File: config.mk
export PLATFORM = sky130hd
export DESIGN_NAME = seq_multiplier_flat
export DESIGN_NICKNAME = d
export VERILOG_FILES = /design/src/rtl/mult_pkg.sv /design/src/rtl/seq_multiplier_if.sv /design/src/rtl/mult_sign_fix.sv /design/src/rtl/seq_multiplier.sv /design/src/flat_wrapper.sv
export SDC_FILE = /design/constraint.sdc
export NUM_CORES = 1
export LEC_CHECK = 0
export CORE_MARGIN = 3
export CORE_UTILIZATION = 39
export DETAILED_ROUTE_END_ITERATION = 16
export DONT_BUFFER_PORTS = 1
export GPL_TIMING_DRIVEN = 0
export SETUP_SLACK_MARGIN = 0.05
export SLEW_MARGIN = 20
export SYNTH_ARGS = -nofsm -noshare
export SYNTH_HDL_FRONTEND = slang
export SYNTH_SLANG_ARGS = --single-unit
export TNS_END_PERCENT = 10
File: constraint.sdc
create_clock -name clk -period 12.65 [get_ports clk]
set_input_delay 2.53 -clock clk [delete_from_list [all_inputs] [get_ports clk]]
set_output_delay 2.53 -clock clk [all_outputs]
set_load 0.005 [all_outputs]
File: src/rtl/mult_pkg.sv
// Shared arithmetic-unit definitions for the sequential multiplier
// (and the companion divider): FSM state type, default width and
// the iteration-counter width helper.
package mult_pkg;

    typedef enum logic [1:0] {
        MUL_IDLE,
        MUL_RUN,
        MUL_DONE
    } mul_state_e;

    localparam int unsigned MUL_WIDTH_DEF = 32;

    // Bits needed to count 0..n inclusive without wrapping.
    function automatic int unsigned rep_width(input int unsigned n);
        return $clog2(n + 1);
    endfunction

endpackage

File: src/rtl/seq_multiplier_if.sv
// start/fin handshake bundle for seq_multiplier.
// master = requester (drives operands), slave = the multiplier.
import mult_pkg::*;

interface seq_multiplier_if #(
    parameter int unsigned WIDTH = MUL_WIDTH_DEF
);
    logic                   start;
    logic [WIDTH-1:0]       mcand;
    logic [WIDTH-1:0]       mplier;
    logic [2*WIDTH-1:0]     prod;
    logic                   fin;
    logic                   busy;

    modport master (
        output start, mcand, mplier,
        input  prod, fin, busy
    );

    modport slave (
        input  start, mcand, mplier,
        output prod, fin, busy
    );
endinterface

File: src/rtl/mult_sign_fix.sv
// Combinational sign handling for the signed build of seq_multiplier:
// operand magnitudes, result sign, and final conditional negate.
import mult_pkg::*;

module mult_sign_fix #(
    parameter int unsigned WIDTH = MUL_WIDTH_DEF
) (
    input  logic [WIDTH-1:0]   a,
    input  logic [WIDTH-1:0]   b,
    input  logic [2*WIDTH-1:0] mag_prod,
    input  logic               neg_in,
    output logic [WIDTH-1:0]   a_mag,
    output logic [WIDTH-1:0]   b_mag,
    output logic               neg,
    output logic [2*WIDTH-1:0] prod_out
);

    // Magnitude of -2^(WIDTH-1) is 2^(WIDTH-1), which still fits unsigned.
    always_comb begin
        a_mag    = a[WIDTH-1] ? -a : a;
        b_mag    = b[WIDTH-1] ? -b : b;
        neg      = a[WIDTH-1] ^ b[WIDTH-1];
        prod_out = neg_in ? -mag_prod : mag_prod;
    end

endmodule

File: src/rtl/seq_multiplier.sv
// Iterative shift-add multiplier, one multiplier bit per clock.
// WIDTH-bit operands, 2*WIDTH-bit product, fixed WIDTH-cycle latency.
// Optional build macro: SEQ_MULT_SIGNED_EN (two's complement operands).
import mult_pkg::*;

module seq_multiplier #(
    parameter int unsigned WIDTH = MUL_WIDTH_DEF
) (
    input  logic             clk,
    input  logic             reset,
    seq_multiplier_if.slave  bus
);

    localparam int unsigned REP_W = rep_width(WIDTH);
    localparam logic [REP_W-1:0] REP_LAST = REP_W'(WIDTH - 1);

    mul_state_e             state_q, state_d;
    logic                   accept;
    logic                   last;

    logic [WIDTH-1:0]       mc_q;
    logic [2*WIDTH-1:0]     acc_q;
    logic [2*WIDTH-1:0]     acc_next;
    logic [WIDTH:0]         sum;
    logic [REP_W-1:0]       rep_q;
    logic [2*WIDTH-1:0]     prod_q;
    logic                   fin_q;
    logic                   busy_q;

    logic [WIDTH-1:0]       mc_in;
    logic [WIDTH-1:0]       mp_in;
    logic [2*WIDTH-1:0]     prod_fin;

`ifdef SEQ_MULT_SIGNED_EN
    logic                   neg_in;
    logic                   neg_q;

    mult_sign_fix #(.WIDTH(WIDTH)) u_sign_fix (
        .a        (bus.mcand),
        .b        (bus.mplier),
        .mag_prod (acc_next),
        .neg_in   (neg_q),
        .a_mag    (mc_in),
        .b_mag    (mp_in),
        .neg      (neg_in),
        .prod_out (prod_fin)
    );

    // Result sign captured with the operands.
    always_ff @(posedge clk or posedge reset) begin
        if (reset)
            neg_q <= 1'b0;
        else if (accept)
            neg_q <= neg_in;
    end
`else
    assign mc_in    = bus.mcand;
    assign mp_in    = bus.mplier;
    assign prod_fin = acc_next;
`endif

    // State register.
    always_ff @(posedge clk or posedge reset) begin
        if (reset)
            state_q <= MUL_IDLE;
        else
            state_q <= state_d;
    end

    // Next state: accept start only when idle or done; leave RUN after iteration WIDTH.
    always_comb begin
        state_d = state_q;
        accept  = 1'b0;
        last    = 1'b0;
        unique case (state_q)
            MUL_IDLE, MUL_DONE: begin
                if (bus.start) begin
                    accept  = 1'b1;
                    state_d = MUL_RUN;
                end
            end
            MUL_RUN: begin
                if (rep_q == REP_LAST) begin
                    last    = 1'b1;
                    state_d = MUL_DONE;
                end
            end
            default: state_d = MUL_IDLE;
        endcase
    end

    // One shift-add step. The carry out of the add lands in the top
    // product bit after the shift, so the spare accumulator bit above
    // 2*WIDTH is always zero and is not stored.
    always_comb begin
        sum      = {1'b0, acc_q[2*WIDTH-1:WIDTH]} + {1'b0, (acc_q[0] ? mc_q : '0)};
        acc_next = {sum, acc_q[WIDTH-1:1]};
    end

    // Datapath and registered handshake outputs.
    always_ff @(posedge clk or posedge reset) begin
        if (reset) begin
            mc_q   <= '0;
            acc_q  <= '0;
            rep_q  <= '0;
            prod_q <= '0;
            fin_q  <= 1'b0;
            busy_q <= 1'b0;
        end else if (accept) begin
            mc_q   <= mc_in;
            acc_q  <= {{WIDTH{1'b0}}, mp_in};
            rep_q  <= '0;
            busy_q <= 1'b1;
            fin_q  <= 1'b0;
        end else if (state_q == MUL_RUN) begin
            acc_q <= acc_next;
            rep_q <= rep_q + 1'b1;
            if (last) begin
                prod_q <= prod_fin;
                fin_q  <= 1'b1;
                busy_q <= 1'b0;
            end
        end
    end

    assign bus.prod = prod_q;
    assign bus.fin  = fin_q;
    assign bus.busy = busy_q;

endmodule

File: src/flat_wrapper.sv
// flat-port wrapper written by rule: the top's interface ports become plain ports
module seq_multiplier_flat 
#(
    parameter int unsigned WIDTH = MUL_WIDTH_DEF
)
  (clk, reset, bus_start, bus_mcand, bus_mplier, bus_prod, bus_fin, bus_busy);
  seq_multiplier_if #(.WIDTH(WIDTH)) bus_i ();
  input  logic clk;
  input  logic reset;
  input wire logic [$bits(bus_i.start)-1:0] bus_start;
  input wire logic [$bits(bus_i.mcand)-1:0] bus_mcand;
  input wire logic [$bits(bus_i.mplier)-1:0] bus_mplier;
  output wire logic [$bits(bus_i.prod)-1:0] bus_prod;
  output wire logic [$bits(bus_i.fin)-1:0] bus_fin;
  output wire logic [$bits(bus_i.busy)-1:0] bus_busy;
  assign bus_i.start = bus_start;
  assign bus_i.mcand = bus_mcand;
  assign bus_i.mplier = bus_mplier;
  assign bus_prod = bus_i.prod;
  assign bus_fin = bus_i.fin;
  assign bus_busy = bus_i.busy;
  seq_multiplier #(.WIDTH(WIDTH)) u_core (.clk(clk), .reset(reset), .bus(bus_i));
endmodule
==> key figures <==
Global routing
  • First-pass GRT wire length: 37900 um
  • Largest net degree at the start of global routing: 94
  • Initial antenna violation count: 0
  • Total GRT Usage: 19.9%
  • Number of global-route vias before repair: ~7000
  • GRT overflow: 0

Final layout
  • Commonest non-fill, non-tap cells in the layout: nand2_1, dfrtp_1, clkbuf_1, a21oi_1, and2_1
  • Final Net Count: between 1000 and 1500
  • Most common cell after layout, fill and taps aside: nand2_1
  • Antenna diode count: 0
  • Area grow syn2layout: 11.1%
  • Share of layout cells above drive strength 1: approximately 6.6%
  • Finished Layout Cells: 1265

Placement
  • Hpwl dp: ~17000 um
  • Placed insts: 1233
  • Place WS: slightly above 8 ns
  • I/O Buffers: 0
  • RePlAce Congestion: 0.891

Critical path
  • Most frequent CP cell: clkbuf_1
  • CP arrival: roughly 4.4 ns
  • Critical path class: input pin to flop
  • Critical Path RT: about 13 ns
  • Crit path max fanout: 10
  • Worst stage delay on the critical path: a little over 0.6 ns
  • Slowest CP cell: nor2_1
  • R2r startpoint: u_core.acc_q[0]
  • Delay-heaviest family, CP: buffers and inverters
  • Crit path cell chain: nor2b_1, clkbuf_1, nor2_1, clkbuf_1, a221oi_1, nand3_1
  • Critical Path Start: bus_start
  • Worst setup EP type: flop
  • CP Launch Type: input pin
  • Buf/Inv on CP: 2

Synth
  • Syn Std Cell Area: ~8600 sq um
  • Post-synthesis sequential area ratio: between 40% and 50%
  • Syn Inst Count: approximately 960
  • #FFs+latches synth: between 150 and 200
  • Post-synth cell types: 59
  • Syn nets: approximately 1100
  • Average size of a mapped cell: 8.98 sq um
  • Most used DFF post-synth: dfrtp_1
  • Ys Warns: 0
  • Ys async rst share: 100%
  • Post-synth EDFFs: 0

CTS
  • Worst skew pair latency: roughly 0.44 ns
  • Post-CTS resize count: 0
  • CTS sink count: 170
  • Clock buffer depth: 2
  • CTS tree: built
  • Setup bufs post-CTS: 0
  • H-tree Lvls: 4
  • Root buffer cell: clkbuf_16
  • Clock-pin slew on the worst setup and hold paths: ~0.07 ns
  • Hold_buf cts: 0
  • CTS Buf Count: 17

Hold path
  • Hold Crit Class: flop to flop
  • Min-delay src: u_core.mc_q[31]

Routing
  • DR vias: 6906
  • Routed wire length: 23500 um
  • DRC: 0
  • Routed Antenna Nets: 0
  • Drt pass-1 iters: 7
  • Initial DRC Count: roughly 440
  • Via-to-Cell Ratio: 5.46
  • Drt wl/cell: roughly 19 um

Run status
  • Status: complete, no violations

Timing
  • Final Cycle Share: between 30% and 40%
  • Clock Skew: a little over 0.009 ns
  • FMAX: around 250 MHz
  • Minimum clock period: 4.02 ns
  • Worst slew pin tran: ~0.98 ns
  • Worst slew margin: 34.7%
  • RSZ-0062 raised after global routing: false
  • Max-slew violation count: 0
  • Setup ws final: 8.63 ns
  • Setup TNS: 0 ns
  • Final Hold Fails: 0
  • Setup violators final: 0

Die
  • Die Wd: ~150 um
  • # IOs: around 130
  • Core box area: approximately 21000 sq um
  • Total die area: approximately 24000 sq um
  • Initial Utilization: about two fifths
  • Num rows: 53
  • Die Ht: 154 um

Power and ir drop
  • Leakage: between 4 and 5 nW
  • Total power draw: ~2.7 mW
  • Maximum VDD drop: between 0.1 and 0.15 mV
  • P per Cell Area: 284 nW/um^2

Flow run
  • Max cap viols: 0
==> synth_stat cells (15+ instances only) <==
cell type	number	area share, %
a21oi_1	34	2.0
a22o_1	22	2.2
a22oi_1	29	2.5
and2_1	34	2.5
clkbuf_1	51	2.2
dfrtp_1	170	49
ha_1	33	4.8
nand2_1	349	15
nand3_1	15	0.87
nand4_1	16	1.2
nor2_1	24	1.0
o21ai_0	21	1.2
==> flip-flops by register name, indices dropped and copies added, names as in the netlist <==
register         cells
u_core.rep_q         6
u_core.bus.fin       1
u_core.bus.prod     64
u_core.acc_q        64
u_core.mc_q         32
u_core.state_q       2
u_core.bus.busy      1
==> per-stage QoR <==
step	util (%)	cell area, sq um	hold slack, ns
after floorplan	-	8600	0.437
after global placement	41.9	8940	0.455
after detailed placement	42.0	8980	0.456
after CTS	44.7	9560	0.474
after global routing	44.7	9560	0.499
final	44.7	9560	0.469
==> final cells by class <==
class                      instances  area [sq um]
tap                              275           344
fill                            2142         11800
inverter                           9          41.3
multi-input combinational        726          4110
timing repair buffer               1          27.5
sequential                       170          4250
buffer                            52           196
clock inverter                    15           153
clock buffer                      17           425
==> power breakdown <==
part | switching, mW | leakage (nW) | internal, mW
logic | 0.741 | 2.24 | 0.482
registers | 0.182 | 2.17 | 0.795
clock network | 0.253 | 0.280 | 0.264
==> final timing paths <==
| kind | endpoint | slack (ns) | depth (start not counted) |
|---|---|---|---|
| max in group asynchronous | u_core.bus.prod[50] | 9.81 | 2 |
| setup / recovery | u_core.acc_q[53] | 8.63 | 6 |
| hold reg to reg | u_core.mc_q[31] | 0.47 | 2 |
| min in group asynchronous | u_core.bus.prod[27] | 1.99 | 1 |
| hold / removal | u_core.mc_q[31] | 0.47 | 2 |
| setup reg to reg | u_core.bus.prod[53] | 9.24 | 10 |
==> cell families after synthesis <==
kind of cell / share of synthesized area, %
AND/OR/NAND/NOR: 24.1
AO/OA/AOI/OAI: 15.0
flip-flops: 49.5
buffers and inverters: 2.68
adder cells (fa/ha/maj): 5.03
XOR/XNOR: 2.24
multiplexers: 1.43
==> routing by layer <==
| layer | vias to the layer above | share of wire [%] | global-route usage [%] |
|---|---|---|---|
| met4 | 0 | 1.1 | 4.54 |
| li1 | 3330 | - | - |
| met2 | 194 | 45 | 30.6 |
| met3 | 17 | 8.8 | 8.20 |
| met1 | 3365 | 45 | 26.5 |
| met5 | - | 0 | 0 |
==> worst register-to-register path: cells and delay by family, from the launching register on <==
family / cells / cell delay, ns
adders and majority gates: 2 / 0.63
AOI/OAI and AO/OA: 6 / 1.95
and+or+nand+nor: 2 / 0.27
DFF: 1 / 0.46
No activity file was read; power rests on OpenSTA's default activity.
